### src/rtl/iter_div_pkg.sv
// Shared definitions for the iterative restoring divider.
//   - FSM state encodings (IDLE, CALC, DONE)
//   - default operand widths (DW_DEF = dividend/quotient, VW_DEF = divisor/remainder)
//   - clog2 helper used to size the step counter
package iter_div_pkg;

    typedef logic [1:0] state_t;

    localparam state_t IDLE = 2'd0;
    localparam state_t CALC = 2'd1;
    localparam state_t DONE = 2'd2;

    // Defaults match the 2x3 array multiplier this divider inverts:
    // its 5-bit product is the dividend, its 3-bit multiplicand the divisor.
    localparam int DW_DEF = 5;
    localparam int VW_DEF = 3;

    function automatic int clog2(input int n);
        int w;
        w = 0;
        while ((1 << w) < n) begin
            w = w + 1;
        end
        return w;
    endfunction

endpackage

### src/rtl/iter_div_if.sv
// Operand/result handshake bundle for iter_div.
//   Input side : in_valid, in_ready, IN1 (dividend, DW), IN2 (divisor, VW)
//   Output side: out_valid, out_ready, Quot (DW), Rem (VW), div_zero
// master = producer of operands / consumer of results, slave = divider.
interface iter_div_if
    import iter_div_pkg::*;
#(
    parameter int DW = DW_DEF,
    parameter int VW = VW_DEF
);
    logic          in_valid;
    logic          in_ready;
    logic [DW-1:0] IN1;
    logic [VW-1:0] IN2;
    logic          out_valid;
    logic          out_ready;
    logic [DW-1:0] Quot;
    logic [VW-1:0] Rem;
    logic          div_zero;

    modport master (
        output in_valid, IN1, IN2, out_ready,
        input  in_ready, out_valid, Quot, Rem, div_zero
    );

    modport slave (
        input  in_valid, IN1, IN2, out_ready,
        output in_ready, out_valid, Quot, Rem, div_zero
    );
endinterface

### src/rtl/iter_div_step.sv
// One combinational restoring-division step.
//   r      : current partial remainder (VW bits)
//   d_bit  : next dividend bit shifted in
//   v      : divisor
//   r_next : partial remainder after the step
//   q_bit  : quotient bit produced by the step
// The trial value is VW+1 bits wide. Since r < v on entry, the trial is
// below 2*v, so the difference after a successful subtract fits in VW bits
// and is computed directly at that width.
module div_step #(
    parameter int VW = 3
) (
    input  logic [VW-1:0] r,
    input  logic          d_bit,
    input  logic [VW-1:0] v,
    output logic [VW-1:0] r_next,
    output logic          q_bit
);
    logic [VW:0] trial;

    always_comb begin
        trial  = {r, d_bit};
        q_bit  = (trial >= {1'b0, v});
        r_next = q_bit ? (trial[VW-1:0] - v) : trial[VW-1:0];
    end
endmodule

### src/rtl/iter_div.sv
// Iterative restoring unsigned divider, one quotient bit per clock.
//   clk : rising-edge clock
//   rst : asynchronous active-high reset (discards any in-flight divide)
//   bus : iter_div_if slave port
//         in_valid/in_ready + IN1/IN2 operands,
//         out_valid/out_ready + Quot/Rem/div_zero result.
// A nonzero divide presents its result DW cycles after the accept edge;
// a zero divisor goes straight to DONE with Quot all ones, Rem 0, div_zero 1.
module iter_div
    import iter_div_pkg::*;
#(
    parameter int DW = DW_DEF,
    parameter int VW = VW_DEF
) (
    input  logic        clk,
    input  logic        rst,
    iter_div_if.slave   bus
);
    localparam int CW_RAW = clog2(DW);
    localparam int CW     = (CW_RAW < 1) ? 1 : CW_RAW;
    localparam logic [CW-1:0] CNT_LAST = CW'(DW - 1);

    state_t        state_reg;
    logic [CW-1:0] cnt_reg;
    logic [DW-1:0] d_reg;
    logic [VW-1:0] v_reg;
    // Partial remainder. Its (VW+1)-th bit is always zero between steps
    // (remainder < divisor), so only VW bits are stored.
    logic [VW-1:0] r_reg;
    logic [DW-1:0] q_reg;
    // Result registers are separate from the working registers so the last
    // result stays put while a new divide is in progress.
    logic [DW-1:0] quot_reg;
    logic [VW-1:0] rem_reg;
    logic          dz_reg;

    logic [VW-1:0] step_r;
    logic          step_q;
    logic [DW-1:0] q_shift;

    div_step #(.VW(VW)) u_step (
        .r      (r_reg),
        .d_bit  (d_reg[DW-1]),
        .v      (v_reg),
        .r_next (step_r),
        .q_bit  (step_q)
    );

    assign q_shift = (q_reg << 1) | DW'(step_q);

    always_ff @(posedge clk or posedge rst) begin
        if (rst) begin
            state_reg <= IDLE;
            cnt_reg   <= '0;
            d_reg     <= '0;
            v_reg     <= '0;
            r_reg     <= '0;
            q_reg     <= '0;
            quot_reg  <= '0;
            rem_reg   <= '0;
            dz_reg    <= 1'b0;
        end else begin
            case (state_reg)
                IDLE: begin
                    if (bus.in_valid) begin
                        d_reg   <= bus.IN1;
                        v_reg   <= bus.IN2;
                        r_reg   <= '0;
                        q_reg   <= '0;
                        cnt_reg <= CNT_LAST;
                        if (bus.IN2 == '0) begin
                            state_reg <= DONE;
                            quot_reg  <= '1;
                            rem_reg   <= '0;
                            dz_reg    <= 1'b1;
                        end else begin
                            state_reg <= CALC;
                            dz_reg    <= 1'b0;
                        end
                    end
                end
                CALC: begin
                    r_reg <= step_r;
                    q_reg <= q_shift;
                    d_reg <= d_reg << 1;
                    if (cnt_reg == '0) begin
                        // Final step: publish the result in the same edge.
                        state_reg <= DONE;
                        quot_reg  <= q_shift;
                        rem_reg   <= step_r;
                    end else begin
                        cnt_reg <= cnt_reg - 1'b1;
                    end
                end
                DONE: begin
                    if (bus.out_ready) begin
                        state_reg <= IDLE;
                    end
                end
                default: begin
                    state_reg <= IDLE;
                end
            endcase
        end
    end

    assign bus.in_ready  = (state_reg == IDLE);
    assign bus.out_valid = (state_reg == DONE);
    assign bus.Quot      = quot_reg;
    assign bus.Rem       = rem_reg;
    assign bus.div_zero  = dz_reg;

endmodule
### src/flat_wrapper.sv
// flat-port wrapper written by rule: the top's interface ports become plain ports
module iter_div_flat import iter_div_pkg::*;
#(
    parameter int DW = DW_DEF,
    parameter int VW = VW_DEF
)
  (clk, rst, bus_in_valid, bus_IN1, bus_IN2, bus_out_ready, bus_in_ready, bus_out_valid, bus_Quot, bus_Rem, bus_div_zero);
  iter_div_if #(.DW(DW), .VW(VW)) bus_i ();
  input  logic clk;
  input  logic rst;
  input wire logic [$bits(bus_i.in_valid)-1:0] bus_in_valid;
  input wire logic [$bits(bus_i.IN1)-1:0] bus_IN1;
  input wire logic [$bits(bus_i.IN2)-1:0] bus_IN2;
  input wire logic [$bits(bus_i.out_ready)-1:0] bus_out_ready;
  output wire logic [$bits(bus_i.in_ready)-1:0] bus_in_ready;
  output wire logic [$bits(bus_i.out_valid)-1:0] bus_out_valid;
  output wire logic [$bits(bus_i.Quot)-1:0] bus_Quot;
  output wire logic [$bits(bus_i.Rem)-1:0] bus_Rem;
  output wire logic [$bits(bus_i.div_zero)-1:0] bus_div_zero;
  assign bus_i.in_valid = bus_in_valid;
  assign bus_i.IN1 = bus_IN1;
  assign bus_i.IN2 = bus_IN2;
  assign bus_i.out_ready = bus_out_ready;
  assign bus_in_ready = bus_i.in_ready;
  assign bus_out_valid = bus_i.out_valid;
  assign bus_Quot = bus_i.Quot;
  assign bus_Rem = bus_i.Rem;
  assign bus_div_zero = bus_i.div_zero;
  iter_div #(.DW(DW), .VW(VW)) u_core (.clk(clk), .rst(rst), .bus(bus_i));
endmodule
### config.mk
export PLATFORM = sky130hd
export DESIGN_NAME = iter_div_flat
export DESIGN_NICKNAME = d
export VERILOG_FILES = /design/src/rtl/iter_div_pkg.sv /design/src/rtl/iter_div_if.sv /design/src/rtl/iter_div_step.sv /design/src/rtl/iter_div.sv /design/src/flat_wrapper.sv
export SDC_FILE = /design/constraint.sdc
export NUM_CORES = 1
export LEC_CHECK = 0
export CAP_MARGIN = 20
export CORE_ASPECT_RATIO = 1.4
export CORE_MARGIN = 2
export CORE_UTILIZATION = 59
export CTS_BUF_LIST = sky130_fd_sc_hd__clkbuf_8
export DETAILED_ROUTE_END_ITERATION = 7
export PLACE_DENSITY_LB_ADDON = 0.2
export SLEW_MARGIN = 10
export SYNTH_ARGS = -nofsm -noshare
export SYNTH_HDL_FRONTEND = slang
export SYNTH_HIERARCHICAL = 1
export SYNTH_SLANG_ARGS = --single-unit
### constraint.sdc
create_clock -name clk -period 5.7 [get_ports clk]
set_input_delay 1.14 -clock clk [delete_from_list [all_inputs] [get_ports clk]]
set_output_delay 1.14 -clock clk [all_outputs]
set_load 0.005 [all_outputs]
Yosys cells after proc, flatten, opt, wreduce, memory -nomap -nowiden
Cells that the tools add are included.
{"block": "totals", "register_bits": 29, "latchBits": 0, "mem_bits_rw": 0, "romBits": 0, "out_inout_bits": 11, "elab_cells": 53, "n_memories": 0}
{"block": "op_classes", "add_sub_neg": 2, "multipliers": 0, "div": 0, "order_cmp": 1, "n_eq_ne": 7, "shift": 0, "mux": 24, "bitwise": 1, "reduce_logical": 9}
{"cell": "$mux 3", "n": 7}
{"cell": "$mux 5", "n": 4}
{"cell": "$pmux 5 s2", "n": 2}
{"cell": "$pmux 3 s2", "n": 3}
{"cell": "$mux 2", "n": 4}
{"cell": "$pmux 4 s2", "n": 1}
{"cell": "$logic_not 3->1", "n": 2}
{"cell": "$ne 2x2->1 const B", "n": 3}
{"cell": "$pmux 2 s3", "n": 1}
{"cell": "$reduce_and 3->1", "n": 2}
{"cell": "$or 5x1->5", "n": 1}
{"cell": "$ge 4x3->1", "n": 1}
{"cell": "$mux 4", "n": 1}
{"cell": "$ne 2x1->1 const B", "n": 2}
{"cell": "$reduce_and 2->1", "n": 2}
{"cell": "$reduce_and 4->1", "n": 1}
{"cell": "$sub 3x1->3 const B", "n": 1}
{"cell": "$sub 3x3->3", "n": 1}
{"cell": "$eq 2x1->1 const B", "n": 1}
{"cell": "$eq 2x2->1 const B", "n": 1}
{"cell": "$logic_not 2->1", "n": 1}
{"cell": "$reduce_bool 2->1", "n": 1}
{"cell": "$mux 1", "n": 1}

Depth between registers and ports, before layout
{"block": "depth", "depth_word": 4, "ltp_mapped": 8, "ltp_nobuf": 8}

By module
Netlist, hierarchy kept.
{"module": "iter_div", "instances": 1, "cells_each": 118, "area_per_inst_um2": 1281.2, "seq_area_each_um2": 725.7}
{"module": "div_step", "instances": 1, "cells_each": 14, "area_per_inst_um2": 143.9, "seq_area_each_um2": 0.0}

Least setup slack after synthesis
OpenSTA, ideal clock, no wires.
{"block": "synth_timing", "path_type": "register to register", "from": "register u_core.d_reg[4]", "to": "register u_core.r_reg[2]", "setup_time_ns": 0.121, "t_arrival_ns": 1.819, "t_required_ns": 5.579, "setup_slack_ns": 3.760, "path_stages_with_launch": 8, "cell_sequence": "dfrtp_1 inv_1 ha_1 fa_1 a21bo_1 a211o_4 mux2_4 a22o_1"}
{"block": "synth_between", "elab_chain_cells": 3, "word_cells_on_any_way": 4, "classes_between": "1 x add/sub; 1 x order compare; 2 x mux"}
{"element": "start, declared", "line": "iter_div.sv:25", "rtl": "logic [DW-1:0] d_reg;"}
{"element": "start signal, assigned", "line": "iter_div.sv:66", "rtl": "d_reg <= bus.IN1;"}
{"element": "start signal, assigned", "line": "iter_div.sv:85", "rtl": "d_reg <= d_reg << 1;"}
{"element": "$ge 4x3->1", "line": "iter_div_step.sv:23", "rtl": "q_bit = (trial >= {1'b0, v});"}
{"element": "via u_core.step_q", "line": "iter_div.sv:38", "rtl": "logic step_q;"}
{"element": "$mux 3", "line": "iter_div_step.sv:24", "rtl": "r_next = q_bit ? (trial[VW-1:0] - v) : trial[VW-1:0];"}
{"element": "via u_core.step_r[2]", "line": "iter_div.sv:37", "rtl": "logic [VW-1:0] step_r;"}
{"element": "$pmux 3 s2", "line": "iter_div.sv:63", "rtl": "case (state_reg)"}
{"element": "end signal, assigned", "line": "iter_div.sv:83", "rtl": "r_reg <= step_r;"}
{"element": "end, declared", "line": "iter_div.sv:29", "rtl": "logic [VW-1:0] r_reg;"}
The timed path passes the listed nets, and every way through them passes these cells.
A chain may end at the register's enable or synchronous reset.

Worst setup path after layout
{"block": "layout_timing", "from": "register u_core.state_reg[0]", "to": "output port bus_out_valid"}
{"block": "layout_between", "elab_chain_cells": 1}
{"element": "start, declared", "line": "iter_div.sv:23", "rtl": "state_t state_reg;"}
{"element": "start signal, assigned", "line": "iter_div.sv:53", "rtl": "state_reg <= IDLE;"}
{"element": "start signal, assigned", "line": "iter_div.sv:72", "rtl": "state_reg <= DONE;"}
{"element": "start signal, assigned", "line": "iter_div.sv:77", "rtl": "state_reg <= CALC;"}
{"element": "$eq 2x2->1", "line": "iter_div.sv:108", "rtl": "assign bus.out_valid = (state_reg == DONE);"}
{"element": "end, declared", "line": "flat_wrapper.sv:16", "rtl": "output wire logic [$bits(bus_i.out_valid)-1:0] bus_out_valid;"}
Every way passes these cells.

==> impl_table.tex <==
\begin{tabular}{lr}
\hline
Metric & Value \\
\hline
\multicolumn{2}{l}{\textbf{Timing}} \\
Post-route clock skew & between 0.005 and 0.006 ns \\
Max-slew violation count & 0 \\
Total negative setup slack & 0 ns \\
Setup Viol. Count Final & 0 \\
Headroom to the max-slew limit & 0.558 \\
Worst Max-Slew Pin Slew & 0.663 ns \\
Setup repair after global routing missed its margin & false \\
Final period util & 0.489 \\
Hold violation count in the final report & 0 \\
Highest clock frequency the design can meet & 0.359 GHz \\
Worst hold margin & 0.497 ns \\
Final Critical Period & about 2.8 ns \\
\multicolumn{2}{l}{\textbf{Critical path}} \\
Largest stage delay on the critical path & 0.59 ns \\
Kind of cell adding the most delay to the critical path & flip-flops \\
Sort of element at the start of the critical path & register \\
Cell type of the slowest stage on the worst timing path & sky130\_fd\_sc\_hd\_\_dfrtp\_1 \\
Critical path buffers and inverters & 1 \\
Class of the most critical setup path & register to primary output \\
Chain of cells forming the critical path & nor2b\_1, clkdlybuf4s50\_1 \\
Crit. End Element & primary output \\
Data arrival, critical path & 1.65 ns \\
Maximum fanout encountered on the critical timing path & 19 \\
Data required time of the critical path & between 4 and 5 ns \\
\multicolumn{2}{l}{\textbf{Logic synthesis}} \\
Area of the mapped netlist & about 0.0014 sq mm \\
Async S/R FF share, synth & 1.00 \\
Syn Nets & 150 \\
Flip-flop cell with the highest count after synthesis & sky130\_fd\_sc\_hd\_\_dfrtp\_1 \\
Synth Register Bits & 29 \\
Gate count after technology mapping & 132 \\
Average size of a mapped cell & 10.8 sq um \\
Largest cells by area after synthesis & sky130\_fd\_sc\_hd\_\_dfrtp\_1 (51\%), sky130\_fd\_sc\_hd\_\_a22o\_1 (6.8\%), sky130\_fd\_sc\_hd\_\_ha\_1 (4.4\%) \\
Warning count from the yosys run & 6 \\
Number of enable flip-flop cells after synthesis & 0 \\
Area share of the largest cell type after synthesis & 0.509 \\
Number of unique standard cell types used by synthesis & 28 \\
Seq/Total Area, Yosys & 0.509 \\
Largest area contributor in the netlist & sky130\_fd\_sc\_hd\_\_dfrtp\_1 \\
\multicolumn{2}{l}{\textbf{Floorplan}} \\
Initial standard-cell utilization of the core & 0.609 \\
Number of placement rows & 21 \\
Total I/O pin count & 23 \\
Total die area & 0.00283 sq mm \\
Core region area & 0.00234 sq mm \\
Width of the die & 45.5 microns \\
Vert. Die Dim & just over 60 microns \\
\multicolumn{2}{l}{\textbf{Clocking}} \\
Maximum level of the CTS H-tree & 2 \\
Clock buffers created by TritonCTS & 5 \\
Hold buffers post-CTS & 0 \\
CTS tree & yes \\
Maximum root-to-sink buffer count & 2 \\
Root buffer cell & sky130\_fd\_sc\_hd\_\_clkbuf\_8 \\
Worst-path clk slew & approximately 0.060 ns \\
Clock tree sinks & 29 \\
Clk\_lat worst skew & approximately 0.28 ns \\
Post-CTS Repair Setup Buffers & 0 \\
Post-cts repair resize count & 0 \\
\multicolumn{2}{l}{\textbf{Min path}} \\
Hold crit path type & register to register \\
\multicolumn{2}{l}{\textbf{Drt}} \\
Avg Vias per Cell & 5.69 \\
Routed WL per cell & 15.8 microns \\
Final WL & approximately 2800 microns \\
Number of nets still failing antenna checks after routing & 0 \\
Final routed DRC violation total & 0 \\
Iteration-0 DRC Markers & 15 \\
Number of vias after detailed routing & about 1,000 \\
Pre-antenna DRT Iters & 4 \\
\multicolumn{2}{l}{\textbf{Layout}} \\
Register cell area after layout & 726 sq um \\
Final standard cell area without fillers & between 0.0015 and 0.002 sq mm \\
Antenna diodes & 0 \\
Fraction of final layout cells with drive strength greater than 1 & 0.122 \\
Nets & between 150 and 200 \\
Fill cell total of the finished layout & 155 \\
Util after Layout & 0.755 \\
Area of the multi-input gates & 626 sq um \\
Layout-stage area growth over the synthesis result & 24.0\% \\
\multicolumn{2}{l}{\textbf{Power}} \\
Cell area power density & between 600 and 700 mW/mm\^{}2 \\
Cell leakage power & 0.837 nW \\
Worst vdd ir & 355 uV \\
\multicolumn{2}{l}{\textbf{Place}} \\
Routability congestion estimate from global placement & 0.799 \\
HPWL after detailed placement & 1990 microns \\
I/O Buffers & 22 \\
Placed instance area & approximately 0.0016 sq mm \\
\multicolumn{2}{l}{\textbf{GRT}} \\
Wire length of the first global-routing pass & 5020 microns \\
Pin count of the biggest net entering global routing & 30 \\
Number of antenna violations at the first check in global routing & 0 \\
Overflow after GRT & 0 \\
Vias in the first global route & $\sim$1,100 \\
Overall Global Routing Usage & 0.248 \\
\multicolumn{2}{l}{\textbf{Job}} \\
Max-cap check violation count & 0 \\
\multicolumn{2}{l}{\textbf{Outcome}} \\
Result of the run & finished, final reports clean \\
\hline
\end{tabular}
==> Yosys cell counts (all sizes together) (2+ instances only) <==
cell	number
and3b	5
nand2	12
nor2b	2
a211o	2
inv	10
dfrtp	29
buf	6
a22o	11
nor2	13
o21ai	8
mux2	6
o31ai	2
a21oi	9
mux2i	2
ha	5
==> worst paths after layout <==
kind	startpoint	end	slack, ns	cells past startpoint
min in group asynchronous	rst	u_core/d_reg[2]	1.13	2
hold reg to reg	u_core/d_reg[3]	u_core/d_reg[3]	0.50	2
setup reg to reg	u_core/d_reg[4]	u_core/r_reg[2]	3.63	7
hold / removal	u_core/d_reg[3]	u_core/d_reg[3]	0.50	2
max in group asynchronous	rst	u_core/r_reg[2]	4.14	3
setup / recovery	u_core/state_reg[0]	bus_out_valid	2.91	2
==> cells in the final DEF (no fill, tap or decap), types with 2 or more instances in the layout <==
cell                              count
sky130_fd_sc_hd__a22o_1              11
sky130_fd_sc_hd__nor2_1              13
sky130_fd_sc_hd__o21ai_0              8
sky130_fd_sc_hd__dfrtp_1             29
sky130_fd_sc_hd__o31ai_1              2
sky130_fd_sc_hd__and3b_1              5
sky130_fd_sc_hd__mux2_2               5
sky130_fd_sc_hd__clkbuf_8             7
sky130_fd_sc_hd__nand2_1             12
sky130_fd_sc_hd__inv_1               10
sky130_fd_sc_hd__clkdlybuf4s50_1     22
sky130_fd_sc_hd__mux2i_1              2
sky130_fd_sc_hd__nor2b_1              2
sky130_fd_sc_hd__ha_1                 5
sky130_fd_sc_hd__a21oi_1              9
==> routing by layer <==
metal | up-vias | routed length [microns] | global-route usage
met5 | - | 0 | 0
met4 | 0 | 66 | 0.110
met3 | 8 | 91 | 0.0698
met2 | 17 | 1500 | 0.396
met1 | 495 | 1170 | 0.296
li1 | 498 | - | -
==> stage by stage <==
step                      std cells  power, W  worst slack (ns)
after detailed placement        170  0.000882              3.10
after floorplan                 132  0.000737              3.76
after CTS                       178   0.00108              2.90
final                           179   0.00107              2.91
after global placement          170  0.000854              3.14
after global routing            179   0.00116              2.79
==> report_power, final <==
group,total (W),switching [W],internal [W]
clock,0.000187,0.0000776,0.000109
combinational,0.000505,0.000224,0.000281
sequential,0.000380,0.0000793,0.000301
total,0.00107,0.000381,0.000691
==> area by class of cell <==
| type | count | area share |
|---|---|---|
| clock inverter | 1 | 0.00283 |
| inverter | 10 | 0.0212 |
| clock buffer | 7 | 0.0545 |
| sequential | 29 | 0.411 |
| timing repair buffer | 23 | 0.140 |
| multi-input combinational | 86 | 0.354 |
| tap | 23 | 0.0163 |
==> worst min-delay path, delay by kind of cell, from the launching register on <==
kind,cells,cell delay (ns)
simple gates,1,0.05
flops,1,0.34
compound gates,1,0.07
==> cells by family after synthesis <==
logic type                 share of synthesized area
adders and majority gates                     0.0579
DFF                                            0.509
muxes                                         0.0641
xor gates and xnor gates                     0.00615
AOI/OAI and AO/OA                              0.176
buffers and inverters                         0.0518
and+or+nand+nor                                0.134
Power figures use the tool's default switching activity.
